--- config.mk ---
export PLATFORM = sky130hd
export DESIGN_NAME = pc_fetch_unit_flat
export DESIGN_NICKNAME = d
export VERILOG_FILES = /design/src/rtl/fetch_pkg.sv /design/src/rtl/pc_fetch_unit_if.sv /design/src/rtl/pc_fetch_unit.sv /design/src/flat_wrapper.sv
export SDC_FILE = /design/constraint.sdc
export NUM_CORES = 1
export LEC_CHECK = 0
export BUFFER_PORTS_ARGS = -buffer_cell sky130_fd_sc_hd__buf_4
export CORE_MARGIN = 2
export CORE_UTILIZATION = 40
export DETAILED_ROUTE_END_ITERATION = 8
export PLACE_DENSITY = 0.69
export SYNTH_ARGS = -nofsm -noshare
export SYNTH_HDL_FRONTEND = slang
export SYNTH_SLANG_ARGS = --single-unit
--- constraint.sdc ---
create_clock -name clk -period 4.76 [get_ports clk]
set_input_delay 0.238 -clock clk [delete_from_list [all_inputs] [get_ports clk]]
set_output_delay 0.238 -clock clk [all_outputs]
set_load 0.03 [all_outputs]
--- src/rtl/fetch_pkg.sv ---
// Shared definitions for the program-counter / instruction-fetch stage.
//   fetch_state_t : fetch FSM states (IDLE, BUSY, DROP)
//   INSTR_BYTES   : PC increment per sequential fetch
//   NOP_INSTR     : instruction word shown by the output buffer after reset
package fetch_pkg;

    typedef enum logic [1:0] {
        IDLE = 2'd0,
        BUSY = 2'd1,
        DROP = 2'd2
    } fetch_state_t;

    localparam int unsigned INSTR_BYTES = 4;
    localparam logic [31:0] NOP_INSTR   = 32'h0000_0013;

endpackage

--- src/rtl/pc_fetch_unit_if.sv ---
// Fetch-stage bus bundle: instruction-memory req/ack channel plus the
// valid/ready channel towards decode.
//   master : fetch unit side (drives imem_req/imem_addr, if_valid/if_pc/if_instr)
//   slave  : memory / decode side (drives imem_ack/imem_data, if_ready)
interface pc_fetch_unit_if #(
    parameter int unsigned WordSize = 32
);
    logic                imem_req;
    logic [WordSize-1:0] imem_addr;
    logic                imem_ack;
    logic [WordSize-1:0] imem_data;
    logic                if_valid;
    logic                if_ready;
    logic [WordSize-1:0] if_pc;
    logic [WordSize-1:0] if_instr;

    modport master (
        output imem_req, imem_addr, if_valid, if_pc, if_instr,
        input  imem_ack, imem_data, if_ready
    );

    modport slave (
        input  imem_req, imem_addr, if_valid, if_pc, if_instr,
        output imem_ack, imem_data, if_ready
    );
endinterface

--- src/rtl/pc_fetch_unit.sv ---
// Program-counter and instruction-fetch stage.
// Owns the fetch PC, issues requests to instruction memory over a req/ack
// handshake and presents {pc, instr} to decode through a single-entry
// valid/ready buffer. Redirects come from the downstream branch address
// calculator and take priority over ack and stall.
// Ports:
//   clk, rstn     : clock, asynchronous active-low reset
//   stall         : hazard stall, blocks starting a new fetch
//   branch_taken  : redirect strobe; branch_addr is the target
//   bus (master)  : imem_req/imem_addr/imem_ack/imem_data and
//                   if_valid/if_ready/if_pc/if_instr
//   misalign_err  : sticky misaligned-redirect flag
// Build option: FETCH_MISALIGN_CHECK_EN enables redirect alignment checking
// (target forced to word alignment, misalign_err set). Without it the target
// is used as-is and misalign_err is tied low.
module pc_fetch_unit
    import fetch_pkg::*;
#(
    parameter int unsigned         WordSize    = 32,
    parameter logic [WordSize-1:0] ResetVector = '0
) (
    input  logic                clk,
    input  logic                rstn,
    input  logic                stall,
    input  logic                branch_taken,
    input  logic [WordSize-1:0] branch_addr,
    pc_fetch_unit_if.master     bus,
    output logic                misalign_err
);

    fetch_state_t        state_q, state_d;
    logic [WordSize-1:0] pc_q, pc_d;
    logic [WordSize-1:0] addr_q, addr_d;
    logic                valid_q, valid_d;
    logic [WordSize-1:0] if_pc_q, if_pc_d;
    logic [WordSize-1:0] if_instr_q, if_instr_d;
    logic [WordSize-1:0] redirect_pc;
    logic                room;

`ifdef FETCH_MISALIGN_CHECK_EN
    logic misalign_q;

    assign redirect_pc = {branch_addr[WordSize-1:2], 2'b00};

    // Every branch_taken is applied as a redirect in all states.
    always_ff @(posedge clk or negedge rstn) begin
        if (!rstn) begin
            misalign_q <= 1'b0;
        end else if (branch_taken && (branch_addr[1:0] != 2'b00)) begin
            misalign_q <= 1'b1;
        end
    end

    assign misalign_err = misalign_q;
`else
    assign redirect_pc  = branch_addr;
    assign misalign_err = 1'b0;
`endif

    // A fetch may start only when its result will have somewhere to land.
    assign room = !valid_q || bus.if_ready;

    always_comb begin
        state_d    = state_q;
        pc_d       = pc_q;
        addr_d     = addr_q;
        if_pc_d    = if_pc_q;
        if_instr_d = if_instr_q;
        // Buffer drains when decode takes it; overridden by load/flush below.
        valid_d    = valid_q && !bus.if_ready;

        unique case (state_q)
            IDLE: begin
                if (branch_taken) begin
                    pc_d    = redirect_pc;
                    valid_d = 1'b0;
                end else if (room && !stall) begin
                    addr_d  = pc_q;
                    state_d = BUSY;
                end
            end
            BUSY: begin
                if (branch_taken) begin
                    pc_d    = redirect_pc;
                    valid_d = 1'b0;
                    // Without ack the request is still in flight and its data is stale.
                    state_d = bus.imem_ack ? IDLE : DROP;
                end else if (bus.imem_ack) begin
                    if_pc_d    = addr_q;
                    if_instr_d = bus.imem_data;
                    valid_d    = 1'b1;
                    pc_d       = pc_q + WordSize'(INSTR_BYTES);
                    state_d    = IDLE;
                end
            end
            DROP: begin
                if (branch_taken) begin
                    pc_d    = redirect_pc;
                    valid_d = 1'b0;
                end
                if (bus.imem_ack) begin
                    state_d = IDLE;
                end
            end
            default: begin
                state_d = IDLE;
            end
        endcase
    end

    always_ff @(posedge clk or negedge rstn) begin
        if (!rstn) begin
            state_q    <= IDLE;
            pc_q       <= ResetVector;
            addr_q     <= '0;
            valid_q    <= 1'b0;
            if_pc_q    <= '0;
            if_instr_q <= WordSize'(NOP_INSTR);
        end else begin
            state_q    <= state_d;
            pc_q       <= pc_d;
            addr_q     <= addr_d;
            valid_q    <= valid_d;
            if_pc_q    <= if_pc_d;
            if_instr_q <= if_instr_d;
        end
    end

    assign bus.imem_req  = (state_q == BUSY) || (state_q == DROP);
    assign bus.imem_addr = addr_q;
    assign bus.if_valid  = valid_q;
    assign bus.if_pc     = if_pc_q;
    assign bus.if_instr  = if_instr_q;

endmodule
--- src/flat_wrapper.sv ---
// flat-port wrapper written by rule: the top's interface ports become plain ports
module pc_fetch_unit_flat import fetch_pkg::*;
#(
    parameter int unsigned         WordSize    = 32,
    parameter logic [WordSize-1:0] ResetVector = '0
)
  (clk, rstn, stall, branch_taken, branch_addr, misalign_err, bus_imem_req, bus_imem_addr, bus_if_valid, bus_if_pc, bus_if_instr, bus_imem_ack, bus_imem_data, bus_if_ready);
  pc_fetch_unit_if #(.WordSize(WordSize)) bus_i ();
  input  logic clk;
  input  logic rstn;
  input  logic stall;
  input  logic branch_taken;
  input  logic [WordSize-1:0] branch_addr;
  output logic misalign_err;
  output wire logic [$bits(bus_i.imem_req)-1:0] bus_imem_req;
  output wire logic [$bits(bus_i.imem_addr)-1:0] bus_imem_addr;
  output wire logic [$bits(bus_i.if_valid)-1:0] bus_if_valid;
  output wire logic [$bits(bus_i.if_pc)-1:0] bus_if_pc;
  output wire logic [$bits(bus_i.if_instr)-1:0] bus_if_instr;
  input wire logic [$bits(bus_i.imem_ack)-1:0] bus_imem_ack;
  input wire logic [$bits(bus_i.imem_data)-1:0] bus_imem_data;
  input wire logic [$bits(bus_i.if_ready)-1:0] bus_if_ready;
  assign bus_imem_req = bus_i.imem_req;
  assign bus_imem_addr = bus_i.imem_addr;
  assign bus_if_valid = bus_i.if_valid;
  assign bus_if_pc = bus_i.if_pc;
  assign bus_if_instr = bus_i.if_instr;
  assign bus_i.imem_ack = bus_imem_ack;
  assign bus_i.imem_data = bus_imem_data;
  assign bus_i.if_ready = bus_if_ready;
  pc_fetch_unit #(.WordSize(WordSize), .ResetVector(ResetVector)) u_core (.clk(clk), .rstn(rstn), .stall(stall), .branch_taken(branch_taken), .branch_addr(branch_addr), .bus(bus_i), .misalign_err(misalign_err));
endmodule
---- Word-level counts from Yosys, hierarchy flattened ----
Index checks and enable logic that the tools add are counted.
Widths: inputs -> output; s select.
word-level totals
  flip-flop bits (word level) ............. 131
  input port bits ......................... 70
  output and inout bits ................... 99
  logic and storage cells ................. 42
cells by class
  $add $sub $neg .......................... 1
  equal/unequal tests ..................... 6
  mux-type cells .......................... 14
  bitwise gates (word level) .............. 1
  reduce and logical (&&, ||, !) cells .... 14
operator list
  operator               number
  $mux 32                3
  $pmux 32 s2            1
  $add 32x3->32 const B  1
  $mux 2                 5
  $reduce_and 3->1       3
  $pmux 2 s3             1
  $ne 2x1->1 const B     2
  $logic_not 1->1        3
  $mux 1                 3
  $ne 3x3->1 const B     1
  $eq 2x1->1 const B     1
  $eq 2x2->1 const B     1
  $logic_and 1x1->1      2
  $logic_not 2->1        1
  $logic_or 1x1->1       2
  $ne 2x2->1 const B     1
  $pmux 1 s2             1
  $reduce_and 2->1       1
  $reduce_bool 2->1      1
  $reduce_or 2->1        1
  $not 1->1              1

---- Logic depth before layout (Yosys ltp) ----
  depth in word-level cells ............... 6
  gate-level depth with buffers ........... 9
  depth with buffers taken out ............ 7

---- Worst setup path after synthesis ----
Ideal clock, no wire load.
  path type ............................... register to register
  from .................................... register u_core.state_q[0]
  to ...................................... register u_core.pc_q[27]
  library setup time ...................... 0.137 ns
  arrival time ............................ 1.709 ns
  required time ........................... 4.623 ns
  setup slack ............................. 2.915 ns
  stages on the path, launching flop included .. 10
  path buffers ............................ 2
  path through ............................ dfrtp_1 inv_1 ha_1 nor2_1 a21oi_1 or2_1 clkbuf_1 buf_2 a32oi_1 o311ai_1
on the way
  cells in the longest elaborated chain, start to end .. 4
ends and longest elaborated chain
  what                                                       RTL line              RTL
  from (decl)                                                pc_fetch_unit.sv:31   fetch_state_t state_q, state_d;
  from (signal assigned)                                     pc_fetch_unit.sv:120  state_q <= state_d;
  $eq 2x2->1 or $logic_not 2->1 (tied branches)              pc_fetch_unit.sv:72   unique case (state_q)
  $reduce_or 2->1 (no line)                                  --
  $ne 2x1->1 (no line) or $reduce_bool 2->1 (tied branches)  --
  $reduce_and 3->1 (no line)                                 --
  to (signal assigned)                                       pc_fetch_unit.sv:114  pc_q <= ResetVector;
  to (signal assigned)                                       pc_fetch_unit.sv:121  pc_q <= pc_d;
  to (decl)                                                  pc_fetch_unit.sv:32   logic [WordSize-1:0] pc_q, pc_d;
Parallel ways exist; a longest one is shown, timed or not.
A chain may end at the register's enable or synchronous reset.

---- Final worst setup path ----
  from .................................... register u_core.state_q[0]
  to ...................................... register u_core.pc_q[22]
The elaborated chain is that of the path after synthesis.

==> impl_metrics.toml <==
[sta]
fin_crit_sh_pct = 56.31
relSlewSlack_pct = 19.67
slew_viol_final = 0
tightest_slew_ps = 1204
setup-tns-final_ps = 0
fin_crit_ps = 2680
setup_viol = 0
rsz0062_at_grt = "no"
fmax_mhz = 373.1
hold_viol_final = 0
finClkSkew_ps = 10.50

[cells_and_area]
nFillCells = 1239
ff_latch_area_um2 = 3282
multiInputGateArea_um2 = 2366
area_growth_pct = 34.56
drive_above_1_share_pct = 47.17
fin_nets = 715
n_antenna_cell = 0

[critical_path]
crit_buf_inv = 1
crit_path_end_kind = "flop"
cp.depth = 7
worstPathMaxFanout = 30
cp_data_arrival_time_ps = 2990
ff2ff_path_depth = 7
cp_slowest_cell = "nor2_2"
max_stage_delay_ps = 910
startpoint_type = "flop"
cp_top_family = "simple AND/OR/NAND/NOR gates"
cp_cell_sequence = "inv_1, ha_1, nor2_1, a21oi_1, nor2_2, o32ai_1, a311oi_1"
cp.required_ps = 5070
critPathKind = "flop to flop"

[floorplan]
io_pins = 169
die_width_um = 124.6
die_y_um = 124.6
start_util_pct = 40.49
num_rows = 44
dieArea_um2 = 15530
core_region_area_um2 = 14370

[routing]
drc = 0
drtAntennaViolNets = 0
wl_per_cell_um = 17.25
drtIter0Drc = 302
dr.pass1.iters = 5
drt_wl_total_mm = 14.44
vias = 4494
vias_per_cell = 5.369

[status]
outcome = "finished clean"

[logic_synthesis]
yosys.area.top_type_share_pct = 55.05
syn_area_um2 = 5818
synthTopCellsByCount = "dfrtp_1, mux2_2, a21oi_1"
synthCells = 479
yosysMostFrequentCell = "dfrtp_1"
synth_edf_count = 0
syn_nets = 554
synth_area_leaders = "dfrtp_1, mux2_2, a21oi_1, nand2_1, buf_2"
yosys.area.top_type = "dfrtp_1"
ys_seq_area_share_pct = 56.41
synth_warnings = 0
async_flop_share_pct = 100.0
syn_area_per_cell_um2 = 12.15
synth_flop_cell = "dfrtp_1"
synth.distinct_cells = 50
synth_seq_cells = 131

[placed_design]
routabilityCongestion = 0.8162
hpwlAfterDp_mm = 10.04
port_buffers = 167

[run]
drv_cap = 0

[global_route]
grt_use_total_pct = 18.93
grt_pass1_vias = 4417
grt_max_degree = 82
antenna_found_initial = 0
grt_first_pass_wirelength_mm = 23.43
grt_overflow = 0

[cts]
clock_sinks = 131
worstSkewPairLatency_ps = 420
cts_buffers = 17
cts_tree = "yes"
cts_resized = 0
cts_root_buf = "clkbuf_16"
htreeDepth = 4
cts.clk_slew.worst_paths_ps = 60
cts_setup_buffers = 0
clockBufferDepth = 2

[power_and_ir_drop]
p_total_mw = 6.247
p_leak_nw = 3.495
vdd_drop_max_v = 0.0003126
power_density_nw_per_um2 = 797.9

[worst_hold_path]
worstHoldPathType = "input pin to flop"
min_path_cells = 3
-- logic make-up after synthesis --
kind of cell / count (synthesis) / synth area share [%]
multiplexers: 99 / 19.10
other: 1 / 0.06445
AND/OR/NAND/NOR: 108 / 9.634
buffers and inverters: 37 / 3.097
AO/OA/AOI/OAI: 98 / 10.62
adder cells (fa/ha/maj): 5 / 1.075
flip-flops: 131 / 56.41
-- metrics by stage --
step	std cells	setup slack [ps]	hold WS, ps	utilization [%]	cell area [um^2]
after floorplan	479	2915	-57.59	-	5818
after global placement	804	2295	314.9	50.05	7192
after detailed placement	804	2130	335.7	50.05	7192
after CTS	837	2123	38.33	54.48	7829
after global routing	837	1840	42.22	54.48	7829
final	837	2080	48.32	54.48	7829
-- flip-flops by register name, summed over array words and instances, names as in the netlist --
| name | count |
|---|---|
| u_core.bus.if_instr | 32 |
| u_core.bus.if_pc | 32 |
| u_core.bus.if_valid | 1 |
| u_core.bus.imem_addr | 32 |
| u_core.pc_q | 32 |
| u_core.state_q | 2 |
-- placed cells by master (no fill, tap or decap), drive strengths merged, types with 2 or more instances in the layout --
master    count
ha            5
nor2b         3
a22oi         2
o22ai         9
and4          5
inv           8
clkbuf       20
mux2         96
dfstp         3
nand3        18
nor4          2
a21oi        34
or2           2
a2bb2oi       7
nor3         10
nand2        28
and3          9
a31oi         4
nand2b        2
o22a          6
nand4         8
bufinv        4
a21o          2
dfrtp       128
clkinv        2
buf         171
o32ai         3
clkinvlp      5
o21ai        19
mux2i         3
nor2         19
a311oi        2
-- power by group --
group / switching (mW) / internal [mW] / total [mW]
Sequential: 0.441 / 1.68 / 2.12
Clock: 0.489 / 0.891 / 1.38
Combinational: 1.58 / 1.17 / 2.75
-- routing by layer --
metal  wire length [um]  track usage, %  vias to the layer above
met5                  0               0                        -
met4                165           6.213                        0
met3                938           5.713                       17
met2               6912           29.38                      188
met1               6423           25.48                     2201
li1                   -               -                     2088
-- final timing paths --
kind | slack, ps | end | from
max in group asynchronous | 3150 | u_core.pc_q[29] | rstn
min in group asynchronous | 440 | u_core.bus.if_instr[11] | rstn
min reg2reg | 500 | u_core.bus.imem_addr[0] | u_core.pc_q[0]
max | 2080 | u_core.pc_q[22] | u_core.state_q[0]
max reg2reg | 2080 | u_core.pc_q[22] | u_core.state_q[0]
min | 50 | u_core.pc_q[30] | branch_addr[30]
-- worst register-to-register path, cell delays in order, from the launching register on --
cell and delay (ps):
dfrtp_1 430, inv_1 90, ha_1 280, nor2_1 220, a21oi_1 140, nor2_2 910, o32ai_1 220, a311oi_1 280
-- cell type report --
cell class / count / area share (%)
Clock buffer: 20 / 5.706
Clock inverter: 12 / 2.301
Inverter: 7 / 0.3356
Multi-Input combinational cell: 311 / 30.22
Sequential cell: 131 / 41.92
Tap cell: 184 / 2.941
Timing Repair Buffer: 172 / 16.57
-- repair_timing --
| action | 4_1_cts | 5_1_grt |
|---|---|---|
| setup endpoints to repair | 0 | 0 |
| hold endpoints to repair | 77 | 0 |
| hold buffers | 1 | 0 |
(Power assumes the default switching activity.)
